File: config.mk
export PLATFORM = sky130hd
export DESIGN_NAME = if_id_ctrl_flat
export DESIGN_NICKNAME = d
export VERILOG_FILES = /design/src/rtl/if_id_ctrl_if.sv /design/src/rtl/if_id_ctrl.sv /design/src/flat_wrapper.sv
export SDC_FILE = /design/constraint.sdc
export NUM_CORES = 1
export LEC_CHECK = 0
export CAP_MARGIN = 10
export CORE_MARGIN = 5
export CORE_UTILIZATION = 47
export CTS_CLUSTER_SIZE = 8
export DETAILED_ROUTE_END_ITERATION = 8
export DONT_BUFFER_PORTS = 1
export PLACE_DENSITY = 0.61
export SETUP_SLACK_MARGIN = 0.3
export SKIP_LAST_GASP = 1
export SLEW_MARGIN = 20
export SYNTH_ARGS = -nofsm -noshare
export SYNTH_HDL_FRONTEND = slang
export SYNTH_SLANG_ARGS = --single-unit
File: constraint.sdc
create_clock -name clk -period 6.55 [get_ports clk]
set_clock_uncertainty 0.1 [all_clocks]
set_input_delay 1.31 -clock clk [delete_from_list [all_inputs] [get_ports clk]]
set_output_delay 1.31 -clock clk [all_outputs]
set_load 0.05 [all_outputs]
File: src/rtl/if_id_ctrl_if.sv
// IF/ID boundary bundle: fetch-side beat, decode-side beat, redirect and
// EX-stage load information. The master modport is the surrounding pipeline,
// the slave modport is the if_id_ctrl controller.
interface if_id_ctrl_if #(
  parameter int XLEN = 64
);
  logic            if_valid;
  logic            if_ready;
  logic [31:0]     if_inst;
  logic [XLEN-1:0] if_pc;

  logic            id_valid;
  logic            id_ready;
  logic [31:0]     id_inst;
  logic [XLEN-1:0] id_pc;
  logic [6:0]      id_opcode;
  logic [4:0]      id_rd;
  logic [4:0]      id_rs1;
  logic [4:0]      id_rs2;

  logic            flush;
  logic            ex_load_valid;
  logic [4:0]      ex_rd;

  modport master (
    output if_valid, if_inst, if_pc, id_ready, flush, ex_load_valid, ex_rd,
    input  if_ready, id_valid, id_inst, id_pc, id_opcode, id_rd, id_rs1, id_rs2
  );

  modport slave (
    input  if_valid, if_inst, if_pc, id_ready, flush, ex_load_valid, ex_rd,
    output if_ready, id_valid, id_inst, id_pc, id_opcode, id_rd, id_rs1, id_rs2
  );
endinterface

File: src/rtl/if_id_ctrl.sv
// IF->ID pipeline register controller: one-entry instruction/PC holding
// stage with valid/ready on both sides, load-use bubble insertion against
// the EX stage and synchronous flush on redirect.
// Optional macro IF_ID_CTRL_PERF_EN adds saturating bubble/flush counters.
//
// state | meaning
// EMPTY | nothing held, id_inst shows NOP_INST, fetch beats accepted
// FULL  | instruction held and presented (unless a load-use hazard masks it)
// STALL | remaining load-use bubbles being counted down, no transfers
module if_id_ctrl #(
  parameter int          XLEN     = 64,
  parameter logic [31:0] NOP_INST = 32'h0000_0013,
  parameter int          LOAD_LAT = 1,
  parameter int          PERF_W   = 32
) (
  input  logic            clk,
  input  logic            rst,
  if_id_ctrl_if.slave     bus
`ifdef IF_ID_CTRL_PERF_EN
  ,
  output logic [PERF_W-1:0] perf_bubble_cnt,
  output logic [PERF_W-1:0] perf_flush_cnt
`endif
);

  if (LOAD_LAT < 1 || LOAD_LAT > 7 || PERF_W < 1) begin : g_param_check
    $error("if_id_ctrl: LOAD_LAT must be 1..7 and PERF_W at least 1");
  end

  typedef enum logic [1:0] {EMPTY, FULL, STALL} state_t;

  state_t          state;
  logic [2:0]      bub_cnt;
  logic [31:0]     inst_q;
  logic [XLEN-1:0] pc_q;

  logic [6:0] opcode;
  logic [4:0] rs1;
  logic [4:0] rs2;
  logic       use_rs1;
  logic       use_rs2;
  logic       hazard;
  logic       id_valid;
  logic       id_fire;
  logic       if_ready;
  logic       if_fire;

  assign opcode = inst_q[6:0];
  assign rs1    = inst_q[19:15];
  assign rs2    = inst_q[24:20];

  // LUI, AUIPC and JAL carry no rs1; only R-type, R-type-W, stores and
  // branches read rs2.
  assign use_rs1 = !(opcode inside {7'b0110111, 7'b0010111, 7'b1101111});
  assign use_rs2 = opcode inside {7'b0110011, 7'b0111011, 7'b0100011, 7'b1100011};

  assign hazard = (state == FULL) && bus.ex_load_valid && (bus.ex_rd != 5'd0) &&
                  ((use_rs1 && (rs1 == bus.ex_rd)) || (use_rs2 && (rs2 == bus.ex_rd)));

  assign id_valid = (state == FULL) && !hazard && !bus.flush;
  assign id_fire  = id_valid && bus.id_ready;
  // rst gates if_ready so no beat is advertised while the block is held in reset.
  assign if_ready = rst && !bus.flush && ((state == EMPTY) || ((state == FULL) && id_fire));
  assign if_fire  = bus.if_valid && if_ready;

  assign bus.id_valid  = id_valid;
  assign bus.if_ready  = if_ready;
  assign bus.id_inst   = inst_q;
  assign bus.id_pc     = pc_q;
  assign bus.id_opcode = inst_q[6:0];
  assign bus.id_rd     = inst_q[11:7];
  assign bus.id_rs1    = inst_q[19:15];
  assign bus.id_rs2    = inst_q[24:20];

  // Holding-stage FSM: flush first, then hazard/stall, then handshake moves.
  always_ff @(posedge clk or negedge rst) begin
    if (!rst) begin
      state   <= EMPTY;
      bub_cnt <= 3'd0;
      inst_q  <= NOP_INST;
      pc_q    <= '0;
    end else if (bus.flush) begin
      state   <= EMPTY;
      bub_cnt <= 3'd0;
      inst_q  <= NOP_INST;
    end else begin
      case (state)
        EMPTY: begin
          if (if_fire) begin
            state  <= FULL;
            inst_q <= bus.if_inst;
            pc_q   <= bus.if_pc;
          end
        end
        FULL: begin
          if (hazard) begin
            // With a single-cycle load latency the hazard cycle itself is the
            // whole bubble, so stay in FULL and re-check next cycle.
            state   <= (LOAD_LAT == 1) ? FULL : STALL;
            bub_cnt <= 3'(LOAD_LAT - 1);
          end else if (id_fire) begin
            if (if_fire) begin
              inst_q <= bus.if_inst;
              pc_q   <= bus.if_pc;
            end else begin
              state  <= EMPTY;
              inst_q <= NOP_INST;
            end
          end
        end
        STALL: begin
          bub_cnt <= bub_cnt - 3'd1;
          if (bub_cnt == 3'd1) begin
            state <= FULL;
          end
        end
        default: state <= EMPTY;
      endcase
    end
  end

`ifdef IF_ID_CTRL_PERF_EN
  // Saturating event counters for bubble cycles and flushes of a live stage.
  always_ff @(posedge clk or negedge rst) begin
    if (!rst) begin
      perf_bubble_cnt <= '0;
      perf_flush_cnt  <= '0;
    end else begin
      if ((hazard || (state == STALL)) && (perf_bubble_cnt != '1)) begin
        perf_bubble_cnt <= perf_bubble_cnt + 1'b1;
      end
      if (bus.flush && (state != EMPTY) && (perf_flush_cnt != '1)) begin
        perf_flush_cnt <= perf_flush_cnt + 1'b1;
      end
    end
  end
`endif

endmodule

File: src/flat_wrapper.sv
// flat-port wrapper written by rule: the top's interface ports become plain ports
module if_id_ctrl_flat 
#(
  parameter int          XLEN     = 64,
  parameter logic [31:0] NOP_INST = 32'h0000_0013,
  parameter int          LOAD_LAT = 1,
  parameter int          PERF_W   = 32
)
  (clk, rst, bus_if_valid, bus_if_inst, bus_if_pc, bus_id_ready, bus_flush, bus_ex_load_valid, bus_ex_rd, bus_if_ready, bus_id_valid, bus_id_inst, bus_id_pc, bus_id_opcode, bus_id_rd, bus_id_rs1, bus_id_rs2);
  if_id_ctrl_if #(.XLEN(XLEN)) bus_i ();
  input  logic clk;
  input  logic rst;
  input wire logic [$bits(bus_i.if_valid)-1:0] bus_if_valid;
  input wire logic [$bits(bus_i.if_inst)-1:0] bus_if_inst;
  input wire logic [$bits(bus_i.if_pc)-1:0] bus_if_pc;
  input wire logic [$bits(bus_i.id_ready)-1:0] bus_id_ready;
  input wire logic [$bits(bus_i.flush)-1:0] bus_flush;
  input wire logic [$bits(bus_i.ex_load_valid)-1:0] bus_ex_load_valid;
  input wire logic [$bits(bus_i.ex_rd)-1:0] bus_ex_rd;
  output wire logic [$bits(bus_i.if_ready)-1:0] bus_if_ready;
  output wire logic [$bits(bus_i.id_valid)-1:0] bus_id_valid;
  output wire logic [$bits(bus_i.id_inst)-1:0] bus_id_inst;
  output wire logic [$bits(bus_i.id_pc)-1:0] bus_id_pc;
  output wire logic [$bits(bus_i.id_opcode)-1:0] bus_id_opcode;
  output wire logic [$bits(bus_i.id_rd)-1:0] bus_id_rd;
  output wire logic [$bits(bus_i.id_rs1)-1:0] bus_id_rs1;
  output wire logic [$bits(bus_i.id_rs2)-1:0] bus_id_rs2;
  assign bus_i.if_valid = bus_if_valid;
  assign bus_i.if_inst = bus_if_inst;
  assign bus_i.if_pc = bus_if_pc;
  assign bus_i.id_ready = bus_id_ready;
  assign bus_i.flush = bus_flush;
  assign bus_i.ex_load_valid = bus_ex_load_valid;
  assign bus_i.ex_rd = bus_ex_rd;
  assign bus_if_ready = bus_i.if_ready;
  assign bus_id_valid = bus_i.id_valid;
  assign bus_id_inst = bus_i.id_inst;
  assign bus_id_pc = bus_i.id_pc;
  assign bus_id_opcode = bus_i.id_opcode;
  assign bus_id_rd = bus_i.id_rd;
  assign bus_id_rs1 = bus_i.id_rs1;
  assign bus_id_rs2 = bus_i.id_rs2;
  if_id_ctrl #(.XLEN(XLEN), .NOP_INST(NOP_INST), .LOAD_LAT(LOAD_LAT), .PERF_W(PERF_W)) u_core (.clk(clk), .rst(rst), .bus(bus_i));
endmodule
==> flow_summary_export.csv <==
group,metric,value,unit
status,status,"finished clean",
sta,worstMarginPinSlew,1070,ps
drt,dr.first_iter.drc_count,63,
sta,hold_viol,0,
flow_run,max_cap_violations,0,
clock_network,clkSinkCount,97,
final_layout,fillers,726,
drt,maxUsedRoutingLayer,"met4",
drt,drt-met1-wl,3.18,mm
clock_network,clock_latency,350,ps
setup_path,cp.arrival,3030,ps
logic_synthesis,synth-edff-count,0,
placement,gp_congestion,0.756,
sta,fmax,0.225,GHz
setup_path,worst_r2r_path_depth,6,
sta,final_max_slew_viol_count,0,
clock_network,ctsResizeCount,0,
setup_path,cp-startpoint,"u_core.bus.id_inst[6]$_DFFE_PN0P_",
grt,gr-total-overflow,0,
sta,rsz0062_at_grt,"false",
drt,dr_wl_met2,4.23,mm
setup_path,r2r_end,"u_core.bus.id_pc[54]$_DFFE_PN0P_",
clock_network,tritoncts,"yes",
final_layout,fin_area,4150,um2
grt,grt_usage,0.157,
worst_hold_path,hold_class,"reg -> reg",
logic_synthesis,yosysWarnings,0,
clock_network,h-tree-depth,3,
sta,setup_viol,0,
setup_path,reg2reg_slack,2970,ps
sta,tns,0,ps
final_layout,diodes,0,
logic_synthesis,synth_nets,381,
clock_network,cts_root_buffer,"clkbuf_8",
grt,grt_pass1_wl,12.7,mm
logic_synthesis,synth-seq-cells,97,
drt,ant_nets,0,
floorplan,core_region_area,8550,um2
grt,grt_max_degree,100,
sta,post-route-min-period,4440,ps
setup_path,start_kind,"register",
logic_synthesis,synthArstFlopShare,1.00,
logic_synthesis,ys_seq_area_frac,0.599,
grt,first_global_vias,2265,
setup_path,r2r_start,"u_core.bus.id_inst[6]$_DFFE_PN0P_",
logic_synthesis,synth_area,4060,um2
setup_path,path_buf_inv,0,
sta,layout_setup_ws,2110,ps
floorplan,io_pins,227,
clock_network,cts_buffers,9,
drt,routed_wl,8.73,mm
setup_path,crit_fanout,6,
power,cellLeakagePower,1.83,nW
drt,drt_drc_violations_left,0,
setup_path,critical-path-max-stage-delay,1040,ps
setup_path,cp-end-kind,"output port",
sta,max_slew_margin,0.296,
setup_path,setup.worst_path.end,"bus_if_ready",
logic_synthesis,syn_inst,274,
setup_path,timing.critical_path.depth,5,
logic_synthesis,syn_avg_cell_area,14.8,um2
setup_path,cp_top_family,"compound AO/OA/AOI/OAI gates",
drt,drtPass1Iterations,4,
setup_path,critPathRequiredTime,5140,ps
floorplan,start_util,0.475,
floorplan,die_area,10600,um2
setup_path,worst-setup-path-type,"reg -> out",
power,vdd_drop_max,219,uV
sta,holdWs,518,ps
logic_synthesis,synth_ff_type,"dfrtp_1",
setup_path,crit_path_cell_trace,"and4b_1 -> o2111ai_1 -> nand4_1 -> a21oi_1 -> o22ai_1",
clock_network,postCtsHoldBufs,0,
clock_network,clock_path_buffers,2,
placement,dp_hpwl,6.12,mm
drt,wl_met3,1.12,mm
floorplan,die_h,103,um
final_layout,finish.utilization,0.485,
drt,via_per_inst,5.78,
setup_path,cp_slowest_cell,"dfrtp_1",
power,powerDensity,429,nW/um2
floorplan,die_x,103,um
clock_network,path_clk_slew,90,ps
drt,vias,2105,
floorplan,rows,34,
logic_synthesis,synth_cell_types,35,
final_layout,area_growth,2.25,%
placement,portBuffers,0,
final_layout,nNetsFinal,358,
placement,dpl_cell_area,3950,um2
placement,dp_slack,2170,ps
drt,wl_per_cell,24.0,um
grt,antenna_found_initial,0,
final_layout,final_layout_size_suffix_gt1_frac,0.352,
clock_network,cts_setup_buffers,0,
sta,post-route-period-util,0.678,
## synthesized netlist by cell type, types with 2 or more instances
library cell,count,area (um2)
inv_1,7,26.3
dfstp_2,3,78.8
a211o_1,2,17.5
buf_4,30,225
nor3_1,2,10.0
clkbuf_1,3,11.3
a22oi_1,3,22.5
nand2b_1,2,12.5
xnor2_1,2,17.5
a22o_1,29,254
nor2_1,2,7.51
nand2_1,2,7.51
buf_6,2,22.5
xor2_1,8,70.1
mux2_2,57,642
dfrtp_1,94,2350
mux2_4,8,120
## state kept, by name (all words and copies together), names as in the netlist
| signal | cells |
|---|---|
| u_core.bus.id_inst | 32 |
| u_core.bus.id_pc | 64 |
| u_core.state | 1 |
## how the worst min path moves through the flow
stage                                     start                          endpoint  slack [ps]  cells after the start
finish              u_core.state[0]$_DFFE_PN0P_       u_core.state[0]$_DFFE_PN0P_         520                      2
global route                                rst  u_core.bus.id_pc[52]$_DFFE_PN0P_         500                      0
CTS                                         rst  u_core.bus.id_pc[55]$_DFFE_PN0P_         520                      0
detailed placement  u_core.state[0]$_DFFE_PN0P_       u_core.state[0]$_DFFE_PN0P_         500                      2
global placement    u_core.state[0]$_DFFE_PN0P_       u_core.state[0]$_DFFE_PN0P_         510                      2
floorplan           u_core.state[0]$_DFFE_PN0P_       u_core.state[0]$_DFFE_PN0P_         460                      2
## per-stage QoR
stage                     cells  power, mW
after detailed placement    348       1.41
after global routing        364       1.86
after floorplan             274       1.38
final                       364       1.78
after global placement      348       1.40
after CTS                   364       1.81
## logic make-up after synthesis
| kind of cell | Yosys count | synth area share |
|---|---|---|
| AND/OR/NAND/NOR | 18 | 0.0324 |
| AO/OA/AOI/OAI | 41 | 0.0842 |
| multiplexers | 65 | 0.188 |
| flip-flops | 97 | 0.599 |
| buffers and inverters | 43 | 0.0752 |
| XOR/XNOR | 10 | 0.0216 |
## layer usage
layer / vias up / global-route usage
met5: - / 0
met4: 0 / 0.0697
met3: 16 / 0.0765
met2: 144 / 0.243
met1: 1036 / 0.187
li1: 909 / -
## cell type report
cell class,count,area (um2),area share
Clock buffer,11,141,0.0341
Clock inverter,5,63.8,0.0154
Inverter,7,26.3,0.00633
Multi-Input combinational cell,134,1340,0.322
Sequential cell,97,2430,0.586
Tap cell,108,135,0.0326
Timing Repair Buffer,2,15.0,0.00362
## power breakdown
part | internal [mW] | switching (mW)
clock | 0.190 | 0.201
combinational | 0.104 | 0.0571
sequential | 0.700 | 0.527
total | 0.994 | 0.785
## layout by cell type, fill, tap and decap left out, types with 2 or more instances in the layout
| cell type | instances |
|---|---|
| xnor2_1 | 2 |
| clkinv_4 | 2 |
| mux2_4 | 8 |
| buf_4 | 2 |
| a22o_1 | 29 |
| nand2_1 | 2 |
| xor2_1 | 8 |
| a22oi_1 | 3 |
| nor3_1 | 2 |
| dfrtp_1 | 94 |
| dfstp_2 | 3 |
| nor2_1 | 2 |
| nand2b_1 | 2 |
| clkbuf_8 | 10 |
| mux2_2 | 57 |
| inv_1 | 7 |
## worst min-delay path: cells and delay by family, from the launching register on
family / cells / cell delay, ps
flops: 1 / 420
compound gates: 1 / 60
simple gates: 1 / 100
No activity file was read; power rests on OpenSTA's default activity.
